File: src/rtl/barrier_sequencer_pkg.sv
// ---------------------------------------------------------------------------
// barrier_pkg
//   Shared types and helpers for the parking-barrier sequencer slice.
//   - seq_state_t : sequencer FSM states
//   - dir_t       : travel direction of the vehicle being served
//   - tmr_width() : width of the shared motor/wait down-counter
// ---------------------------------------------------------------------------
package barrier_pkg;

  typedef enum logic [2:0] {
    IDLE     = 3'd0,
    RAISE    = 3'd1,
    WAIT_CAR = 3'd2,
    PASSING  = 3'd3,
    LOWER    = 3'd4
  } seq_state_t;

  typedef enum logic {
    DIR_IN  = 1'b0,
    DIR_OUT = 1'b1
  } dir_t;

  // The timer is loaded with (ticks - 2), so a counter able to hold the
  // larger of the two durations is always wide enough.
  function automatic int tmr_width(input int open_ticks, input int pass_timeout);
    int longest;
    longest = (open_ticks > pass_timeout) ? open_ticks : pass_timeout;
    return (longest < 1) ? 1 : $clog2(longest + 1);
  endfunction

endpackage

File: src/rtl/barrier_sequencer_if.sv
// ---------------------------------------------------------------------------
// barrier_sequencer_if
//   Request/acknowledge handshake between the entry/exit reader lanes and
//   the barrier sequencer.
//   in_req/in_ok     entry request level and credential valid
//   out_req/out_ok   exit request level and credential valid
//   in_ack/in_grant  1-cycle consume pulse for entry, grant valid with ack
//   out_ack/out_grant 1-cycle consume pulse for exit, grant valid with ack
//   master : the lane side (drives requests)
//   slave  : the sequencer side (drives acks/grants)
// ---------------------------------------------------------------------------
interface barrier_sequencer_if;

  logic in_req;
  logic in_ok;
  logic out_req;
  logic out_ok;
  logic in_ack;
  logic in_grant;
  logic out_ack;
  logic out_grant;

  modport master (
    output in_req, in_ok, out_req, out_ok,
    input  in_ack, in_grant, out_ack, out_grant
  );

  modport slave (
    input  in_req, in_ok, out_req, out_ok,
    output in_ack, in_grant, out_ack, out_grant
  );

endinterface

File: src/rtl/barrier_sequencer_timer.sv
// ---------------------------------------------------------------------------
// barrier_timer
//   Loadable down-counter shared by the RAISE, WAIT_CAR and LOWER phases.
//   clk      in  system clock, rising edge
//   reset    in  synchronous, active-low
//   load     in  load pulse (registered by the sequencer on state entry)
//   load_val in  value loaded into the counter
//   done     out counter has reached zero and no load is pending
//
//   Because load is itself a registered pulse, a phase of N cycles is
//   obtained by loading N-2: one cycle with load high, then N-2 .. 0.
//   done is masked while load is high so a stale zero from the previous
//   phase can never end the new phase early.
// ---------------------------------------------------------------------------
module barrier_timer #(
  parameter int W = 4
) (
  input  logic         clk,
  input  logic         reset,
  input  logic         load,
  input  logic [W-1:0] load_val,
  output logic         done
);

  localparam logic [W-1:0] ZERO_C = {W{1'b0}};
  localparam logic [W-1:0] ONE_C  = W'(1'b1);

  logic [W-1:0] cnt_r;

  // Down-counter: load has priority, otherwise count toward zero and hold.
  always_ff @(posedge clk) begin
    if (!reset) begin
      cnt_r <= ZERO_C;
    end else if (load) begin
      cnt_r <= load_val;
    end else if (cnt_r != ZERO_C) begin
      cnt_r <= cnt_r - ONE_C;
    end else begin
      cnt_r <= cnt_r;
    end
  end

  assign done = ~load & (cnt_r == ZERO_C);

endmodule

File: src/rtl/barrier_sequencer.sv
// ---------------------------------------------------------------------------
// barrier_sequencer
//   Sequences the single parking barrier shared by the entry and exit lanes:
//   round-robin arbitration of lane requests, motor control through
//   raise / wait-for-vehicle / pass / lower, and lot occupancy tracking.
//
//   clk        in   system clock, rising edge
//   reset      in   synchronous, active-low
//   lanes      slave modport of barrier_sequencer_if (req/ok in, ack/grant out)
//   loop_det   in   vehicle-presence loop under the barrier (already synchronised)
//   motor_up   out  raise barrier, high only in RAISE
//   motor_dn   out  lower barrier, high only in LOWER
//   busy       out  sequencer not idle
//   occupancy  out  vehicles currently inside
//   full       out  occupancy == CAPACITY
//
//   All outputs are registered. OPEN_TICKS and PASS_TIMEOUT must be >= 2.
// ---------------------------------------------------------------------------
module barrier_sequencer
  import barrier_pkg::*;
#(
  parameter  int OPEN_TICKS   = 4,
  parameter  int PASS_TIMEOUT = 10,
  parameter  int CAPACITY     = 2,
  localparam int CNT_W        = $clog2(CAPACITY + 1)
) (
  input  logic                 clk,
  input  logic                 reset,
  barrier_sequencer_if.slave   lanes,
  input  logic                 loop_det,
  output logic                 motor_up,
  output logic                 motor_dn,
  output logic                 busy,
  output logic [CNT_W-1:0]     occupancy,
  output logic                 full
);

  localparam int TW = tmr_width(OPEN_TICKS, PASS_TIMEOUT);

  localparam logic [TW-1:0]    OPEN_LD_C = TW'(OPEN_TICKS - 2);
  localparam logic [TW-1:0]    WAIT_LD_C = TW'(PASS_TIMEOUT - 2);
  localparam logic [TW-1:0]    TMR_ZERO_C = {TW{1'b0}};
  localparam logic [CNT_W-1:0] CAP_C     = CNT_W'(CAPACITY);
  localparam logic [CNT_W-1:0] OCC_ONE_C = CNT_W'(1'b1);
  localparam logic [CNT_W-1:0] OCC_ZERO_C = {CNT_W{1'b0}};

  seq_state_t       state_r;
  dir_t             dir_r;
  dir_t             rr_r;
  logic             in_ack_r;
  logic             in_grant_r;
  logic             out_ack_r;
  logic             out_grant_r;
  logic             motor_up_r;
  logic             motor_dn_r;
  logic             busy_r;
  logic [CNT_W-1:0] occ_r;
  logic             full_r;
  logic             tmr_load_r;
  logic [TW-1:0]    tmr_val_r;

  logic             tmr_done_s;
  logic             win_valid_s;
  dir_t             win_dir_s;
  logic             win_grant_s;
  logic [CNT_W-1:0] occ_next_s;

  barrier_timer #(
    .W (TW)
  ) u_timer (
    .clk      (clk),
    .reset    (reset),
    .load     (tmr_load_r),
    .load_val (tmr_val_r),
    .done     (tmr_done_s)
  );

  // Arbitration: round-robin pointer breaks ties, a lone request wins outright.
  always_comb begin
    win_valid_s = 1'b0;
    win_dir_s   = rr_r;
    win_grant_s = 1'b0;
    if (lanes.in_req && lanes.out_req) begin
      win_valid_s = 1'b1;
      win_dir_s   = rr_r;
    end else if (lanes.in_req) begin
      win_valid_s = 1'b1;
      win_dir_s   = DIR_IN;
    end else if (lanes.out_req) begin
      win_valid_s = 1'b1;
      win_dir_s   = DIR_OUT;
    end else begin
      win_valid_s = 1'b0;
      win_dir_s   = rr_r;
    end
    if (win_dir_s == DIR_IN) begin
      win_grant_s = lanes.in_ok & ~full_r;
    end else begin
      win_grant_s = lanes.out_ok;
    end
  end

  // Occupancy after a vehicle clears the loop: saturating in both directions.
  always_comb begin
    occ_next_s = occ_r;
    if (dir_r == DIR_IN) begin
      if (occ_r < CAP_C) begin
        occ_next_s = occ_r + OCC_ONE_C;
      end else begin
        occ_next_s = CAP_C;
      end
    end else begin
      if (occ_r != OCC_ZERO_C) begin
        occ_next_s = occ_r - OCC_ONE_C;
      end else begin
        occ_next_s = OCC_ZERO_C;
      end
    end
  end

  // Sequencer FSM with registered outputs, pointer, occupancy and timer loads.
  always_ff @(posedge clk) begin
    if (!reset) begin
      state_r     <= IDLE;
      dir_r       <= DIR_IN;
      rr_r        <= DIR_IN;
      in_ack_r    <= 1'b0;
      in_grant_r  <= 1'b0;
      out_ack_r   <= 1'b0;
      out_grant_r <= 1'b0;
      motor_up_r  <= 1'b0;
      motor_dn_r  <= 1'b0;
      busy_r      <= 1'b0;
      occ_r       <= OCC_ZERO_C;
      full_r      <= 1'b0;
      tmr_load_r  <= 1'b0;
      tmr_val_r   <= TMR_ZERO_C;
    end else begin
      in_ack_r    <= 1'b0;
      in_grant_r  <= 1'b0;
      out_ack_r   <= 1'b0;
      out_grant_r <= 1'b0;
      tmr_load_r  <= 1'b0;
      case (state_r)
        IDLE: begin
          // The cycle right after an ack is skipped so a requester that is
          // still dropping its req is not served twice.
          if (win_valid_s && !in_ack_r && !out_ack_r) begin
            if (win_dir_s == DIR_IN) begin
              in_ack_r   <= 1'b1;
              in_grant_r <= win_grant_s;
            end else begin
              out_ack_r   <= 1'b1;
              out_grant_r <= win_grant_s;
            end
            rr_r <= (win_dir_s == DIR_IN) ? DIR_OUT : DIR_IN;
            if (win_grant_s) begin
              dir_r      <= win_dir_s;
              state_r    <= RAISE;
              motor_up_r <= 1'b1;
              motor_dn_r <= 1'b0;
              busy_r     <= 1'b1;
              tmr_load_r <= 1'b1;
              tmr_val_r  <= OPEN_LD_C;
            end else begin
              state_r    <= IDLE;
              motor_up_r <= 1'b0;
              motor_dn_r <= 1'b0;
              busy_r     <= 1'b0;
            end
          end else begin
            state_r    <= IDLE;
            motor_up_r <= 1'b0;
            motor_dn_r <= 1'b0;
            busy_r     <= 1'b0;
          end
        end
        RAISE: begin
          if (tmr_done_s) begin
            state_r    <= WAIT_CAR;
            motor_up_r <= 1'b0;
            tmr_load_r <= 1'b1;
            tmr_val_r  <= WAIT_LD_C;
          end else begin
            state_r    <= RAISE;
            motor_up_r <= 1'b1;
          end
        end
        WAIT_CAR: begin
          if (loop_det) begin
            state_r <= PASSING;
          end else if (tmr_done_s) begin
            state_r    <= LOWER;
            motor_dn_r <= 1'b1;
            tmr_load_r <= 1'b1;
            tmr_val_r  <= OPEN_LD_C;
          end else begin
            state_r <= WAIT_CAR;
          end
        end
        PASSING: begin
          // The vehicle is counted when it clears the loop, not when it arrives.
          if (!loop_det) begin
            state_r    <= LOWER;
            motor_dn_r <= 1'b1;
            tmr_load_r <= 1'b1;
            tmr_val_r  <= OPEN_LD_C;
            occ_r      <= occ_next_s;
            full_r     <= (occ_next_s == CAP_C);
          end else begin
            state_r <= PASSING;
          end
        end
        LOWER: begin
          // Something under the barrier while lowering: reverse and re-raise.
          if (loop_det) begin
            state_r    <= RAISE;
            motor_dn_r <= 1'b0;
            motor_up_r <= 1'b1;
            tmr_load_r <= 1'b1;
            tmr_val_r  <= OPEN_LD_C;
          end else if (tmr_done_s) begin
            state_r    <= IDLE;
            motor_dn_r <= 1'b0;
            busy_r     <= 1'b0;
          end else begin
            state_r    <= LOWER;
            motor_dn_r <= 1'b1;
          end
        end
        default: begin
          state_r    <= IDLE;
          motor_up_r <= 1'b0;
          motor_dn_r <= 1'b0;
          busy_r     <= 1'b0;
        end
      endcase
    end
  end

  assign lanes.in_ack    = in_ack_r;
  assign lanes.in_grant  = in_grant_r;
  assign lanes.out_ack   = out_ack_r;
  assign lanes.out_grant = out_grant_r;
  assign motor_up        = motor_up_r;
  assign motor_dn        = motor_dn_r;
  assign busy            = busy_r;
  assign occupancy       = occ_r;
  assign full            = full_r;

endmodule

File: src/flat_wrapper.sv
// flat-port wrapper written by rule: the top's interface ports become plain ports
module barrier_sequencer_flat import barrier_pkg::*;
#(
  parameter  int OPEN_TICKS   = 4,
  parameter  int PASS_TIMEOUT = 10,
  parameter  int CAPACITY     = 2,
  localparam int CNT_W        = $clog2(CAPACITY + 1)
)
  (clk, reset, loop_det, motor_up, motor_dn, busy, occupancy, full, lanes_in_req, lanes_in_ok, lanes_out_req, lanes_out_ok, lanes_in_ack, lanes_in_grant, lanes_out_ack, lanes_out_grant);
  barrier_sequencer_if lanes_i ();
  input  logic clk;
  input  logic reset;
  input  logic loop_det;
  output logic motor_up;
  output logic motor_dn;
  output logic busy;
  output logic [CNT_W-1:0] occupancy;
  output logic full;
  input wire logic [$bits(lanes_i.in_req)-1:0] lanes_in_req;
  input wire logic [$bits(lanes_i.in_ok)-1:0] lanes_in_ok;
  input wire logic [$bits(lanes_i.out_req)-1:0] lanes_out_req;
  input wire logic [$bits(lanes_i.out_ok)-1:0] lanes_out_ok;
  output wire logic [$bits(lanes_i.in_ack)-1:0] lanes_in_ack;
  output wire logic [$bits(lanes_i.in_grant)-1:0] lanes_in_grant;
  output wire logic [$bits(lanes_i.out_ack)-1:0] lanes_out_ack;
  output wire logic [$bits(lanes_i.out_grant)-1:0] lanes_out_grant;
  assign lanes_i.in_req = lanes_in_req;
  assign lanes_i.in_ok = lanes_in_ok;
  assign lanes_i.out_req = lanes_out_req;
  assign lanes_i.out_ok = lanes_out_ok;
  assign lanes_in_ack = lanes_i.in_ack;
  assign lanes_in_grant = lanes_i.in_grant;
  assign lanes_out_ack = lanes_i.out_ack;
  assign lanes_out_grant = lanes_i.out_grant;
  barrier_sequencer #(.OPEN_TICKS(OPEN_TICKS), .PASS_TIMEOUT(PASS_TIMEOUT), .CAPACITY(CAPACITY)) u_core (.clk(clk), .reset(reset), .lanes(lanes_i), .loop_det(loop_det), .motor_up(motor_up), .motor_dn(motor_dn), .busy(busy), .occupancy(occupancy), .full(full));
endmodule
File: config.mk
export PLATFORM = sky130hd
export DESIGN_NAME = barrier_sequencer_flat
export DESIGN_NICKNAME = d
export VERILOG_FILES = /design/src/rtl/barrier_sequencer_pkg.sv /design/src/rtl/barrier_sequencer_if.sv /design/src/rtl/barrier_sequencer_timer.sv /design/src/rtl/barrier_sequencer.sv /design/src/flat_wrapper.sv
export SDC_FILE = /design/constraint.sdc
export NUM_CORES = 1
export LEC_CHECK = 0
export ABC_AREA = 1
export CORE_MARGIN = 5
export CORE_UTILIZATION = 35
export CTS_BUF_LIST = sky130_fd_sc_hd__clkbuf_8
export CTS_CLUSTER_DIAMETER = 40
export DETAILED_ROUTE_END_ITERATION = 12
export MAX_ROUTING_LAYER = met4
export PLACE_DENSITY = 0.62
export SYNTH_ARGS = -nofsm -noshare
export SYNTH_HDL_FRONTEND = slang
export SYNTH_SLANG_ARGS = --single-unit
File: constraint.sdc
create_clock -name clk -period 2.8 [get_ports clk]
set_input_delay 0.56 -clock clk [delete_from_list [all_inputs] [get_ports clk]]
set_output_delay 0.56 -clock clk [all_outputs]
set_load 0.01 [all_outputs]
# Word level (Yosys, flattened, before mapping)
# Index checks and enable logic that the tools add are counted.
# Widths: inputs -> output; s select.
[totals] register_bits=24 in_bits=7 output_inout_bits=10 wordCells=116
[classes] add_sub_neg=3 n_lt_le_gt_ge=1 n_eq_ne=14 n_mux=49 n_bitwise=11 n_reduce_logical=23
[op_table] cell="$mux 4" count=9
[op_table] cell="$mux 1" count=25
[op_table] cell="$pmux 4 s5" count=1
[op_table] cell="$mux 3" count=5
[op_table] cell="$pmux 3 s5" count=1
[op_table] cell="$ne 2x1->1 const B" count=5
[op_table] cell="$not 1->1" count=9
[op_table] cell="$reduce_and 3->1" count=3
[op_table] cell="$mux 2" count=4
[op_table] cell="$ne 2x2->1 const B" count=4
[op_table] cell="$pmux 1 s4" count=2
[op_table] cell="$reduce_and 4->1" count=2
[op_table] cell="$reduce_and 8->1" count=1
[op_table] cell="$eq 3x2->1 const B" count=2
[op_table] cell="$reduce_and 2->1" count=3
[op_table] cell="$pmux 1 s5" count=1
[op_table] cell="$reduce_bool 5->1" count=1
[op_table] cell="$logic_not 4->1" count=1
[op_table] cell="$reduce_bool 2->1" count=2
[op_table] cell="$reduce_bool 4->1" count=1
[op_table] cell="$reduce_or 4->1" count=1
[op_table] cell="$sub 4x1->4 const B" count=1
[op_table] cell="$eq 3x1->1 const B" count=1
[op_table] cell="$eq 3x3->1 const B" count=1
[op_table] cell="other kinds (11)" count=15

# Longest topological paths before layout
# Gate-level depths: netlist (run 1).
[logic_depth] word_depth=7 ltp_mapped=11 ltp_nobuf=11

# Hierarchy
# Synthesis (run 1) repeated with hierarchy kept, for this count alone.
[hier_totals] cells_unflattened=158 hier_area_um2=1084.8
[by_module_without_submodules] module="barrier_sequencer" instances=1 cells_each=117 area_per_inst_um2=829.5 seq_area_each_um2=360.3
[by_module_without_submodules] module="barrier_timer" instances=1 cells_each=41 area_per_inst_um2=255.2 seq_area_each_um2=80.1

# Worst setup path before layout (run 1)
# Ideal clock, no wire load.
[synth_timing] path_type="register to register" start="register u_core.u_timer.cnt_r[0]" end="register u_core.tmr_val_r[3]" setup_time_ns=0.131 arrival_time_ns=1.217 required_ns=2.669 slack_ns=1.453 stages_incl_launch_ff=12 path_buffers=0 synth_period_minus_slack_ns=1.347 cell_sequence="dfxtp_1 > inv_1 > ha_1 > inv_1 > nor2_4 > nand2_2 > nand2_1 > nand2_2 > nor2_4 > nand2_1 > nand2_1 > a21oi_2"
[synth_between] elab_chain_cells=4 elab_cells_between_ends=5 cone_classes="2 x eq/ne; 1 x bitwise; 2 x reduce/logical"
[synth_rtl] element="start: declaration" line_no="barrier_sequencer_timer.sv:28" text="logic [W-1:0] cnt_r;"
[synth_rtl] element="start signal: assignment" line_no="barrier_sequencer_timer.sv:35" text="cnt_r <= load_val;"
[synth_rtl] element="start signal: assignment" line_no="barrier_sequencer_timer.sv:37" text="cnt_r <= cnt_r - ONE_C;"
[synth_rtl] element="start signal: assignment" line_no="barrier_sequencer_timer.sv:39" text="cnt_r <= cnt_r;"
[synth_rtl] element="$logic_not 4->1 (*)" line_no="barrier_sequencer_timer.sv:43" text="assign done = ~load & (cnt_r == ZERO_C);"
[synth_rtl] element="$and 1x1->1 (*)" line_no="barrier_sequencer_timer.sv:43"
[synth_rtl] element="$ne 2x1->1 (no source line)"
[synth_rtl] element="$reduce_and 8->1 (no source line) (*)"
[synth_rtl] element="end signal: assignment" line_no="barrier_sequencer.sv:137" text="tmr_val_r <= TMR_ZERO_C;"
[synth_rtl] element="end signal: assignment" line_no="barrier_sequencer.sv:164" text="tmr_val_r <= OPEN_LD_C;"
[synth_rtl] element="end signal: assignment" line_no="barrier_sequencer.sv:183" text="tmr_val_r <= WAIT_LD_C;"
[synth_rtl] element="end: declaration" line_no="barrier_sequencer.sv:60" text="logic [TW-1:0] tmr_val_r;"
# Mark *: on every way between the ends. The rest lies on a longest branch, timed or not.
# A chain may end at the register's enable or synchronous reset.

# Worst setup path in the final report (run 1)
[layout_timing] start="register u_core.occ_r[1], in the netlist u_core.occupancy[1]" end="output occupancy[1]"
[layout_rtl] element="start: declaration" line_no="barrier_sequencer.sv:57" text="logic [CNT_W-1:0] occ_r;"
[layout_rtl] element="start signal: assignment" line_no="barrier_sequencer.sv:208" text="occ_r <= occ_next_s;"
[layout_rtl] element="end: declaration" line_no="flat_wrapper.sv:17" text="output logic [CNT_W-1:0] occupancy;"
# No word-level cell between the ends.

==> results of run 1 <==
==> synthesized netlist by cell type, drive strengths merged <==
cell type	number	area, um^2
o22ai	2	12.5
nor2	22	113
o21ai	10	50.1
o31ai	1	7.51
o221ai	1	8.76
a31oi	3	18.8
nand2	33	131
nor3	1	5.00
a21oi	10	53.8
ha	1	12.5
a311oi	1	8.76
dfxtp	22	440
xor2	1	8.76
nand3b	1	7.51
inv	25	93.8
clkbuf	2	8.75
nand3	9	55.1
==> registers in the layout, indices dropped and copies added, names as in the netlist, 2 cells and up <==
signal                cells
u_core.state_r            3
u_core.occupancy          2
u_core.tmr_val_r          2
u_core.u_timer.cnt_r      4
==> cell type report <==
cell class,count,area [um^2]
fill,302,1540
multi-input combinational,96,493
sequential,22,440
timing repair buffer,16,160
inverter,25,93.8
clock buffer,3,41.3
tap,31,38.8
==> power groups by stage <==
stage / logic (uW) / clock network (uW) / registers, uW
finish: 512 / 188 / 465
global route: 572 / 214 / 476
CTS: 513 / 196 / 465
detailed placement: 507 / 0 / 471
global placement: 500 / 0 / 468
floorplan: 374 / 0 / 467
==> how the worst max path moves through the flow <==
stage | start | to | slack (ps) | cells past startpoint
after floorplan | u_core.u_timer.cnt_r[0] | u_core.tmr_val_r[3] | 1450 | 11
after global placement | lanes_out_req | u_core.tmr_val_r[3] | 930 | 10
after detailed placement | lanes_out_req | u_core.tmr_val_r[3] | 880 | 10
after CTS | u_core.occupancy[1] | occupancy[1] | 1010 | 1
after global routing | u_core.occupancy[1] | occupancy[1] | 930 | 1
final | u_core.occupancy[1] | occupancy[1] | 1020 | 1
==> stage by stage <==
stage                     power (uW)  hold WS [ps]  instance area, um^2  std cells  util (%)
after floorplan                  841           448                 1040        145         -
after global placement           968           466                 1230        190      43.7
after detailed placement         979           470                 1230        190      43.7
after CTS                       1170           483                 1270        193      45.2
after global routing            1260           507                 1270        193      45.2
final                           1160           479                 1270        193      45.2
==> cells by family after synthesis <==
group | count (synthesis) | synth area share, %
flops | 22 | 42.5
fa+ha+maj | 1 | 1.21
xor+xnor | 1 | 0.846
simple gates | 66 | 30.1
buf+inv | 27 | 9.90
compound gates | 28 | 15.5
==> per-layer routing <==
metal  GRT usage [%]  part of all wire [%]
met4            3.17                  0.32
met1            13.5                    48
met5               -                     0
met3            4.38                   3.8
met2            19.1                    48
==> qor.txt, run 1 <==
status -> finished, final reports clean
CTS tree -> yes
CTS H-tree depth -> 1
Critical Path Sink Type -> output port
Max Clk Rate -> 562 MHz
Post-CTS Hold Fix Bufs -> 0
Max Cap Violations -> 0
power share of the clock group -> 16.2%
Buf/Inv on CP -> 1
hold endpoint -> u_core.full
Worst Hold Depth -> 2
Crit path required time -> 2240 ps
DR DRC count -> 0
core area -> 2810 um^2
Routed Antenna Nets -> 0
Setup TNS Final -> 0 ps
data arrival time of the critical path -> 1220 ps
commonest cells after routing, fill and taps aside -> nand2_1 (30), inv_1 (22), dfxtp_1 (22)
Core Rows -> 19
Cell Area, Synth -> 1040 um^2
I/O pin cnt -> 17
delay of the slowest cell on the worst path -> 570 ps
final net count -> 172
ANT cells -> 0
number of setup violations in the final report -> 0
initial core utilization -> 36.9%
Hold Crit Class -> reg2reg
Wirelength per Cell -> 11.2 um
RSZ-0062 raised after global routing -> no
worst-path cell chain -> clkdlybuf4s50_1
Max VDD drop -> 323 uV
period utilization -> 63.6%
flops & latches, synth -> 22
Max clock buf depth -> 2
largest net degree at the start of global routing -> 12
Crit Path Max Fanout -> 5
Final Hold Vio Count -> 0
total die area -> 4150 um^2
Yosys Warn Count -> 0
internal power -> 696 uW
Detailed Routing Iterations Pass 1 -> 4
die width -> 64.4 um
register area share after synthesis -> 42.5%
startpoint types -> register
final worst slack -> 1020 ps
Top Family by Delay on Critical Path -> buffers and inverters
WL final -> 2160 um
CTS root buf -> clkbuf_8
HP Start -> u_core.full
FF-to-FF End -> u_core.tmr_val_r[3]
flop2flop setup slack -> 1290 ps
Seq pwr share -> 39.9%
# Post-CTS Setup Buffers -> 0
Die H -> 64.4 um
PD cells -> 919 nW/um^2
r2r startpoint -> u_core.u_timer.cnt_r[0]
Final Skew -> 3.30 ps
syn nets -> 153
switching part of the total power -> 40.3%
Worst Tran Pin Value -> 361 ps
hpwl dp -> 1670 um
Setup CP Type -> reg2out
share of layout cells above drive strength 1 -> 12.3%
Worst slew margin -> 75.9%
Period minus WS final -> 1780 ps
Syn Area/Cell -> 7.14 um^2
DP Worst Slack -> 883 ps
Clock Latency Late Sink -> 260 ps
vias in the first global route -> 892
global-route wire length before repair -> 3780 um
combinational fraction of design power -> 43.9%
Final Slew Violations -> 0
leakage power -> 0.000561 uW
gr ovfl total -> 0
clock sinks -> 22
DRT iter0 DRCs -> 20
total CTS buffers -> 3
PortBufs -> 16
synthesis-to-finish area growth -> 22.3%
routed vias/inst -> 4.92
CTS clk-pin slew, worst paths -> 70 ps
Switch Pwr -> 469 uW
via count -> 949
initial antenna violation count -> 0
RePlAce Congestion -> 0.827
GRT Total Usage -> 11.7%
Reg2Reg Depth -> 11
CTS resizes -> 0
Worst path slowest cell -> clkdlybuf4s50_1
commonest non-fill, non-tap cell in the layout -> nand2_1
Cells after Synth -> 145
Synth cell types -> 25
Note: power is estimated with default switching activity, not from simulation.
==> run 2: changes to the inputs <==
==> constraint.sdc (replaced) <==
create_clock -name clk -period 1.9 [get_ports clk]
set_input_delay 0.38 -clock clk [delete_from_list [all_inputs] [get_ports clk]]
set_output_delay 0.38 -clock clk [all_outputs]
set_load 0.01 [all_outputs]
==> run 2 against run 1 <==
  * Clock skew fell by 2.3 ps
  * Worst setup slack got worse by 720 ps
  * First-iteration DRC count rose by 130%
  * Via count fell by 0.74%
  * Sequential share of layout area fell by 0.20 points
  * Critical path depth did not move
  * Sequential power rose by 47%
  * Largest cell class unchanged
  * Highest routed layer unchanged
==> qor.txt, run 2 (same netlist as run 1, synthesis figures left out) <==
CTS root buf -> clkbuf_8
Final Skew -> 0.947 ps (-2.35 ps)
Clock Latency Late Sink -> 260 ps (about the same)
Filler Cell Count -> 281 (-7.0%)
number of setup violations in the final report -> 0 (unchanged)
Final Slew Violations -> 0 (unchanged)
Die H -> 64.4 um (unchanged)
switching part of the total power -> 40.1% (-0.18 points)
largest net degree at the start of global routing -> 12 (unchanged)
via count -> 942 (-0.74%)
initial antenna violation count -> 0 (unchanged)
Setup TNS Final -> 0 ps (unchanged)
hpwl dp -> 1680 um (+0.22%)
total CTS buffers -> 3 (unchanged)
Crit path required time -> 1520 ps (-720 ps)
routed vias/inst -> 4.86 (-1.2%)
WL final -> 2120 um (-2.1%)
vias in the first global route -> 977 (+9.5%)
Critical Path Sink Type -> output port
data arrival time of the critical path -> 1220 ps (about the same)
status -> finished, final reports clean
period utilization -> 84.1%
flop2flop setup slack -> 360 ps (-930 ps)
commonest cells after routing, fill and taps aside -> nand2_1 (30), inv_1 (22), dfxtp_1 (22)
combinational fraction of design power -> 43.6% (-0.3 points)
Detailed Routing Iterations Pass 1 -> 4 (unchanged)
die width -> 64.4 um (unchanged)
Hold Crit Class -> reg2reg
Seq pwr share -> 39.9% (about the same)
global-route wire length before repair -> 3990 um (+5.5%)
startpoint types -> register
total die area -> 4150 um^2 (unchanged)
Buf/Inv on CP -> 1 (unchanged)
Switch Pwr -> 687 uW (+47%)
Biggest register -> u_core.u_timer.cnt_r
Final Hold Vio Count -> 0 (unchanged)
RSZ-0062 raised after global routing -> no
largest registers -> u_core.u_timer.cnt_r: 4 flops, u_core.state_r: 3 flops
worst-path cell chain -> clkdlybuf4s50_1
CTS resizes -> 0 (unchanged)
PortBufs -> 16 (unchanged)
ANT cells -> 0 (unchanged)
RePlAce Congestion -> 0.830 (+0.36%)
Worst Tran Pin Value -> 381 ps (+20.7 ps)
Top Family by Delay on Critical Path -> buffers and inverters
CTS H-tree depth -> 1 (unchanged)
Routed Antenna Nets -> 0 (unchanged)
CTS clk-pin slew, worst paths -> 70 ps (about the same)
commonest non-fill, non-tap cell in the layout -> nand2_1
GRT Total Usage -> 12.1% (+0.40 points)
Max Clk Rate -> 625 MHz
leakage power -> 0.000566 uW (+0.86%)
share of layout cells above drive strength 1 -> 12.9% (+0.54 points)
max reg flops -> 4 (unchanged)
PD cells -> 1340 nW/um^2 (+46%)
delay of the slowest cell on the worst path -> 560 ps (about the same)
Post-CTS Hold Fix Bufs -> 0 (unchanged)
Max Cap Violations -> 0 (unchanged)
Worst slew margin -> 74.6% (-1.4 points)
Final Util -> 45.5% (+0.27 points)
register cell area after layout -> 440 um^2 (unchanged)
core area -> 2810 um^2 (unchanged)
final hold slack -> 479 ps (+0.0440 ps)
Wirelength per Cell -> 10.9 um (-2.6%)
final net count -> 173 (+0.58%)
CTS tree -> yes
Crit Path Max Fanout -> 5 (unchanged)
synthesis-to-finish area growth -> 23.1%
DR DRC count -> 0 (unchanged)
Multi-input gate area -> 493 um^2 (unchanged)
Max VDD drop -> 621 uV (+92%)
gr ovfl total -> 0 (unchanged)
I/O pin cnt -> 17 (unchanged)
# Post-CTS Setup Buffers -> 0 (unchanged)
Period minus WS final -> 1600 ps
internal power -> 1030 uW (+48%)
DRT iter0 DRCs -> 46 (+130%)
power share of the clock group -> 16.5% (+0.3 points)
Worst path slowest cell -> clkdlybuf4s50_1
initial core utilization -> 36.9% (unchanged)
Max clock buf depth -> 2 (unchanged)
Setup CP Type -> reg2out
Core Rows -> 19 (unchanged)
clock sinks -> 22 (unchanged)
[run 2: cell type report]
cell class / count / share of cell area (%)
timing repair buffer: 17 / 13.2
tap: 31 / 3.04
sequential: 22 / 34.5
multi-input combinational: 96 / 38.7
inverter: 25 / 7.36
clock buffer: 3 / 3.24
[run 2: path summary, 6_finish.rpt]
path / start / end / cells past startpoint
setup / recovery: u_core.occupancy[1] / occupancy[1] / 1
hold / removal: u_core.tmr_val_r[3] / u_core.tmr_val_r[3] / 2
setup reg to reg: u_core.u_timer.cnt_r[0] / u_core.tmr_val_r[3] / 11
hold reg to reg: u_core.tmr_val_r[3] / u_core.tmr_val_r[3] / 2
[run 2: worst register-to-register path, stage by stage, from the launching register on]
cell and delay [ps]:
dfxtp_1 310, inv_1 90, ha_1 200, inv_1 80, nor2_4 110, nand2_2 110
nand2_1 120, nand2_2 70, nor2_4 130, nand2_1 80, nand2_1 80, a21oi_2 50
[run 2: per-layer routing]
metal	part of all wire [%]	vias up	routed length, um	track usage (%)
met5	0	-	0	-
met2	47	16	989	19.5
met1	49	428	1030	14.8
li1	-	496	-	-
met3	3.7	2	78	3.68
met4	0.76	0	16	3.17
[run 2: metrics by stage]
step                      instance area [um^2]  power, uW  setup WS, ps  instances
after detailed placement                  1230       1440           173        191
after floorplan                           1040       1240           553        145
after global routing                      1270       1880           209        194
final                                     1270       1710           301        194
after global placement                    1230       1430           211        191
after CTS                                 1270       1730           283        194
[run 2: power by group through the flow]
stage	logic (uW)	registers [uW]	clock network, uW
6_report	748	683	283
5_1_grt	866	703	312
4_1_cts	754	683	296
3_5_place_dp	749	693	0
3_3_place_gp	739	690	0
2_1_floorplan	551	688	0
